$ cat src/rtl/core_tx_pkg.sv
// core_tx_pkg
// Shared definitions for the core output-path UART transmitter:
//   - core_sig command encodings driven by the pipeline
//   - serialiser state enumeration used by uart_tx_shifter
package core_tx_pkg;

  localparam logic [1:0] CORE_SIG_NONE = 2'b00;
  localparam logic [1:0] CORE_SIG_BYTE = 2'b10;
  localparam logic [1:0] CORE_SIG_WORD = 2'b11;

  // PARITY is only ever entered when CORE_TX_PARITY_EN is defined.
  typedef enum logic [2:0] {
    IDLE,
    START,
    DATA,
    PARITY,
    STOP
  } txState_e;

endpackage

$ cat src/rtl/uart_tx_shifter.sv
// uart_tx_shifter
// Serialises one byte per frame onto a registered txd line: start bit,
// 8 data bits LSB first, optional even-parity bit, stop bit. A new byte is
// taken over the valid/ready handshake either from IDLE or at the very end
// of a stop bit, so queued bytes go out back-to-back with no idle gap.
// Optional feature macro: CORE_TX_PARITY_EN (adds the PARITY state).
// Ports:
//   clk_i, rst_i    core clock, synchronous active-high reset
//   data_i, valid_i byte offered by the FIFO and its non-empty flag
//   ready_o         high on the cycle the shifter pops a byte
//   txd_o           serial line, idle high
//   idle_o          high once the FSM is idle and the last stop bit is on the wire
module uart_tx_shifter
  import core_tx_pkg::*;
#(
  parameter int CLK_PER_HALF_BIT = 521
) (
  input  logic       clk_i,
  input  logic       rst_i,
  input  logic [7:0] data_i,
  input  logic       valid_i,
  output logic       ready_o,
  output logic       txd_o,
  output logic       idle_o
);

  localparam int TW = (2 * CLK_PER_HALF_BIT > 1) ? $clog2(2 * CLK_PER_HALF_BIT) : 1;
  localparam logic [TW-1:0] TIMER_MAX = TW'(2 * CLK_PER_HALF_BIT - 1);

  txState_e      state_q;
  logic [TW-1:0] timer_q;
  logic [2:0]    bitIdx_q;
  logic [7:0]    shift_q;
  logic          txd_q;
  logic          lineIdle_q;
  logic          timerEnd;
  logic          load;
  logic          lineLevel;
`ifdef CORE_TX_PARITY_EN
  logic          parity_q;
`endif

  assign timerEnd = (timer_q == TIMER_MAX);
  assign ready_o  = (state_q == IDLE) || ((state_q == STOP) && timerEnd);
  assign load     = valid_i && ready_o;
  assign txd_o    = txd_q;
  // lineIdle_q lags the state by one cycle, matching txd_q, so idle_o only
  // rises after the final stop bit has fully left the register.
  assign idle_o   = (state_q == IDLE) && lineIdle_q;

  // Line level implied by the current state; registered into txd_q below.
  always_comb begin
    lineLevel = 1'b1;
    case (state_q)
      START:   lineLevel = 1'b0;
      DATA:    lineLevel = shift_q[0];
`ifdef CORE_TX_PARITY_EN
      PARITY:  lineLevel = parity_q;
`endif
      default: lineLevel = 1'b1;
    endcase
  end

  // Serialiser FSM, bit timer, bit index, shift register and txd register.
  // Every state transition happens on timerEnd, when the timer wraps to 0,
  // so the timer restarts on each state entry; IDLE holds it at 0.
  always_ff @(posedge clk_i) begin
    if (rst_i) begin
      state_q    <= IDLE;
      timer_q    <= '0;
      bitIdx_q   <= '0;
      shift_q    <= '0;
      txd_q      <= 1'b1;
      lineIdle_q <= 1'b1;
`ifdef CORE_TX_PARITY_EN
      parity_q   <= 1'b0;
`endif
    end else begin
      txd_q      <= lineLevel;
      lineIdle_q <= (state_q == IDLE);

      if (state_q == IDLE || timerEnd) timer_q <= '0;
      else                             timer_q <= timer_q + TW'(1);

      if (load) begin
        shift_q  <= data_i;
`ifdef CORE_TX_PARITY_EN
        parity_q <= ^data_i;
`endif
      end else if (state_q == DATA && timerEnd) begin
        shift_q  <= shift_q >> 1;
      end

      case (state_q)
        IDLE: begin
          if (load) state_q <= START;
        end
        START: begin
          if (timerEnd) begin
            state_q  <= DATA;
            bitIdx_q <= '0;
          end
        end
        DATA: begin
          if (timerEnd) begin
            if (bitIdx_q == 3'd7) begin
`ifdef CORE_TX_PARITY_EN
              state_q <= PARITY;
`else
              state_q <= STOP;
`endif
            end else begin
              bitIdx_q <= bitIdx_q + 3'd1;
            end
          end
        end
        PARITY: begin
          if (timerEnd) state_q <= STOP;
        end
        STOP: begin
          if (timerEnd) state_q <= load ? START : IDLE;
        end
        default: state_q <= IDLE;
      endcase
    end
  end

endmodule

$ cat src/rtl/core_tx_buffer.sv
// core_tx_buffer
// Byte-buffered UART transmitter for the core output path. Output commands
// push 1 or 4 bytes into a circular FIFO; uart_tx_shifter drains it onto txd.
// output_stall is raised while fewer than 4 bytes are free, so a word push
// always fits whenever stall is low; commands seen during stall are dropped.
// Optional feature macro: CORE_TX_PARITY_EN (even parity bit, 11-bit frames).
// Ports:
//   clk, rst      core clock, synchronous active-high reset
//   send_data     32-bit payload, byte [7:0] sent first
//   core_sig      00/01 none, 10 send one byte, 11 send four bytes
//   output_stall  fewer than 4 bytes free
//   txd           serial line, idle high
//   tx_empty      FIFO empty and serialiser fully idle
//   fifo_count    bytes currently queued
module core_tx_buffer
  import core_tx_pkg::*;
#(
  parameter int CLK_PER_HALF_BIT = 521,
  parameter int FIFO_DEPTH_LOG2  = 4
) (
  input  logic                     clk,
  input  logic                     rst,
  input  logic [31:0]              send_data,
  input  logic [1:0]               core_sig,
  output logic                     output_stall,
  output logic                     txd,
  output logic                     tx_empty,
  output logic [FIFO_DEPTH_LOG2:0] fifo_count
);

  localparam int N     = FIFO_DEPTH_LOG2;
  localparam int DEPTH = 1 << N;
  localparam int CW    = N + 1;

  logic [7:0]    mem_q [DEPTH];
  logic [N-1:0]  wrPtr_q;
  logic [N-1:0]  rdPtr_q;
  logic [CW-1:0] count_q;
  logic [CW-1:0] count_d;
  logic [CW-1:0] freeSlots;
  logic [2:0]    nPush;
  logic          accept;
  logic          isWord;
  logic          pop;
  logic          shReady;
  logic          shIdle;

  assign freeSlots    = CW'(DEPTH) - count_q;
  assign output_stall = (freeSlots < CW'(4));
  assign accept       = core_sig[1] && !output_stall;
  assign isWord       = (core_sig == CORE_SIG_WORD);
  assign nPush        = accept ? (isWord ? 3'd4 : 3'd1) : 3'd0;
  // Valid comes from the registered count, so a byte pushed this cycle
  // cannot be popped until the next one.
  assign pop          = shReady && (count_q != '0);
  assign count_d      = count_q + CW'(nPush) - CW'(pop);
  assign fifo_count   = count_q;
  assign tx_empty     = (count_q == '0) && shIdle;

  // Byte storage; pointer arithmetic wraps naturally at N bits.
  always_ff @(posedge clk) begin
    if (accept) begin
      mem_q[wrPtr_q] <= send_data[7:0];
      if (isWord) begin
        mem_q[wrPtr_q + N'(1)] <= send_data[15:8];
        mem_q[wrPtr_q + N'(2)] <= send_data[23:16];
        mem_q[wrPtr_q + N'(3)] <= send_data[31:24];
      end
    end
  end

  // Pointers and occupancy counter.
  always_ff @(posedge clk) begin
    if (rst) begin
      wrPtr_q <= '0;
      rdPtr_q <= '0;
      count_q <= '0;
    end else begin
      if (accept) wrPtr_q <= wrPtr_q + (isWord ? N'(4) : N'(1));
      if (pop)    rdPtr_q <= rdPtr_q + N'(1);
      count_q <= count_d;
    end
  end

  uart_tx_shifter #(
    .CLK_PER_HALF_BIT(CLK_PER_HALF_BIT)
  ) uShifter (
    .clk_i  (clk),
    .rst_i  (rst),
    .data_i (mem_q[rdPtr_q]),
    .valid_i(count_q != '0),
    .ready_o(shReady),
    .txd_o  (txd),
    .idle_o (shIdle)
  );

endmodule

$ cat config.mk
export PLATFORM = sky130hd
export DESIGN_NAME = core_tx_buffer
export DESIGN_NICKNAME = d
export VERILOG_FILES = /design/src/rtl/core_tx_pkg.sv /design/src/rtl/uart_tx_shifter.sv /design/src/rtl/core_tx_buffer.sv
export SDC_FILE = /design/constraint.sdc
export NUM_CORES = 1
export LEC_CHECK = 0
export CORE_ASPECT_RATIO = 0.75
export CORE_MARGIN = 5
export CORE_UTILIZATION = 34
export CTS_CLUSTER_DIAMETER = 30
export CTS_CLUSTER_SIZE = 24
export DETAILED_ROUTE_END_ITERATION = 7
export HOLD_SLACK_MARGIN = 0.02
export PLACE_DENSITY = 0.56
export SETUP_SLACK_MARGIN = 0.02
export SLEW_MARGIN = 30
export SYNTH_ARGS = -nofsm -noshare
export SYNTH_HDL_FRONTEND = slang
export SYNTH_SLANG_ARGS = --single-unit
export TNS_END_PERCENT = 5
$ cat constraint.sdc
create_clock -name clk -period 3.35 [get_ports clk]
set_input_delay 0.8375 -clock clk [delete_from_list [all_inputs] [get_ports clk]]
set_output_delay 0.8375 -clock clk [all_outputs]
set_load 0.005 [all_outputs]
==> results of run 1 <==
## path summary, 6_finish.rpt
check	start	to	slack, ps	cells after the start
min reg2reg	uShifter.shift_q[2]$_SDFFE_PP0P_	uShifter.shift_q[2]$_SDFFE_PP0P_	480	2
max	fifo_count[0]$_SDFF_PP0_	output_stall	270	5
min	uShifter.shift_q[2]$_SDFFE_PP0P_	uShifter.shift_q[2]$_SDFFE_PP0P_	480	2
max reg2reg	fifo_count[1]$_SDFF_PP0_	fifo_count[4]$_SDFF_PP0_	280	17
## worst register-to-register path: cells and delay by family (launching register included)
kind | cells | cell delay [ps]
compound gates | 2 | 170
xor+xnor | 1 | 150
fa+ha+maj | 4 | 960
buf+inv | 5 | 470
flops | 1 | 350
simple gates | 5 | 870
## area by class of cell
class                      count  area [µm²]
fill                        3467       21300
multi-input combinational    991        6750
sequential                   172        4730
timing repair buffer         195        1600
tap                          465         582
clock buffer                  19         453
clock inverter                13         151
inverter                      26         100
antenna                        1        2.50
## power by group through the flow
stage	logic, mW	registers, mW	clock network [mW]
global placement	3.88	2.93	0
floorplan	2.59	2.81	0
finish	4.01	2.89	2.08
CTS	3.91	2.88	2.10
detailed placement	3.90	2.92	0
global route	4.26	2.91	2.19
## per-stage QoR
step	util (%)	instances	setup WS [ps]	power (mW)
detailed placement	38.6	1849	94.1	6.83
finish	40.3	1882	271	8.97
floorplan	-	1330	351	5.40
global placement	38.6	1849	90.7	6.81
CTS	40.3	1881	179	8.90
global route	40.3	1881	25.4	9.36
## cells in the mapped netlist, types with 23 or more instances
cell type	n	share of area [%]
nand2_1	142	4.4
edfxtp_1	128	31
nor2_1	124	3.8
o21ai_0	79	3.2
clkbuf_1	63	1.9
o31ai_1	59	3.6
a22oi_1	57	3.5
dfxtp_1	44	7.2
or3_1	34	1.7
buf_2	31	1.3
nand3_1	30	1.2
mux2i_1	29	2.4
a21oi_1	28	1.1
mux4_2	28	5.2
o21ai_1	28	1.1
buf_1	24	0.74
o22ai_1	24	1.2
nand2b_1	23	1.2
## layer usage
layer	part of all wire (%)	GRT usage, %	vias to the layer above
li1	-	-	5212
met1	44	37.3	5745
met2	38	32.1	807
met3	15	8.77	102
met4	2.7	6.61	0
met5	0	0	-
## registers in the layout, indices dropped and copies added, names as in the netlist, named ones only
signal,count
rdPtr_q,4
uShifter.shift_q,8
uShifter.lineIdle_q,1
fifo_count,5
uShifter.txd_o,1
uShifter.timer_q,11
uShifter.state_q,3
uShifter.bitIdx_q,3
wrPtr_q,4
mem_q,128
## cell families (layout without fill, tap and decap cells)
group | after synthesis | in the layout | synth area share [%]
DFF | 172 | 172 | 38.7
AOI/OAI and AO/OA | 425 | 425 | 24.2
other | 0 | 1 | 0
adders and majority gates | 19 | 19 | 2.01
and+or+nand+nor | 470 | 470 | 19.7
xor gates and xnor gates | 19 | 19 | 1.52
buffers and inverters | 167 | 253 | 6.30
muxes | 58 | 58 | 7.63
==> impl_results.md, run 1 <==
* PostCTS Resize Cnt at 0
* Clock Latency Late Sink at 460 ps
* Routed WL per cell at 26.7 µm
* Design area at 0.0144 mm²
* Switch Pwr at 3.72 mW
* Static leakage at 4.83 nW
* CP Buf/Inv Count at 2
* Reg clk slew, reported paths at 80 ps
* Final hold slack at 483 ps
* Clock Skews at 14.8 ps
* Slew Limit Fails at 0
* Req. time, crit path at 2510 ps
* Max-cap violations at 0
* Worst-path cell chain: nor4_2 -> ha_1 -> o21ai_4 -> inv_4 -> clkdlybuf4s50_1
* CP startpoint kind: register
* Share of the yosys chip area belonging to registers at 38.7%
* CTS Buf Count at 17
* Crit path largest cell delay at 560 ps
* Post-synthesis average cell area at 9.18 µm²
* Worst Tran Pin Value at 1110 ps
* Post-synth EDFFs at 128
* Synth warnings at 0
* Crit-path leading delay family: buffers and inverters
* Number of global-route vias before repair at 10.6k
* Worst setup path class: reg2out
* Largest net degree at the start of global routing at 41
* Detailed Routing Iterations Pass 1 at 6
* Vias/cell at 6.30
* I/O pin total at 44
* ANT nets after route at 0
* Worst Hold Class: reg2reg
* Final Critical Period at 3080 ps
* Int Power at 5.24 mW
* Worst EP arrival at 2240 ps
* Post-CTS Setup Inserts at 0
* CTS root buf: clkbuf_16
* TritonCTS clock tree: yes
* Remaining global-route overflow at 0
* NumNets Final at 1458
* Die W at 229 µm
* Syn Std Cell Area at 0.0122 mm²
* Ys flop type: edfxtp_1
* Initial core utilization at 34.3%
* Hpwl dp at 36400 µm
* Fin Setup TNS at 0 ps
* Clock sinks at 172
* Commonest non-fill, non-tap cell in the layout: buf_4
* Initial DRC count at 1880
* Post-CTS Hold Buffers at 0
* Most frequent cells in the layout: buf_4, nand2_1, edfxtp_1
* Tot GR Track Use at 24.4%
* Placement Cell Area at 0.0138 mm²
* Crit share post-route at 91.9%
* Vias post-DR at 11.9k
* Htree depth at 4
* Area Overhead vs Synth at 17.6%
* Initial antenna violation count at 3
* Chip height at 174 µm
* Sequential power share at 32.2%
* Switching Share at 41.5%
* Share of cells above drive strength 1 at 19.4%
* Worst Path Max Fanout at 16
* VDD IR-drop max at 319 µV
* # rows at 60
* Residual DRC at 0
* Ys async rst share at 0%
* Final Setup Violations at 0
* WL final at 50200 µm
* Cell variety after synth at 76
* Comb power frac at 44.7%
* Gpl congestion at 1.00
* Synthesized flop and latch total at 172
* Core area at 0.0357 mm²
* Outcome: complete, no violations
* RSZ-0062 raised after global routing: false
* First-pass GRT wire length at 72300 µm
* Clock share of power at 23.1%
* Syn Inst Count at 1330
* Final hold vios at 0
* Rel. slew slack at 25.5%
* I/O Buffers at 43
* Post-synthesis net count at 1385
* Peak Freq at 325 MHz
* Power density cells at 624 mW/mm²
* CP max stage cell: clkdlybuf4s50_1
* Clk buf depth at 2
* Die footprint at 0.0399 mm²
* Crit. End Element: output pin
Note: power is estimated with default switching activity, not from simulation.
==> inputs of run 2 (changes only) <==
--- a/config.mk
+++ b/config.mk
@@ -14,6 +14,7 @@
 export HOLD_SLACK_MARGIN = 0.02
 export PLACE_DENSITY = 0.56
 export SETUP_SLACK_MARGIN = 0.02
+export SKIP_CTS_REPAIR_TIMING = 1
 export SLEW_MARGIN = 30
 export SYNTH_ARGS = -nofsm -noshare
 export SYNTH_HDL_FRONTEND = slang
==> results of run 2 <==
Same layout as run 1: the final DEF is identical, and so are final timing and power.
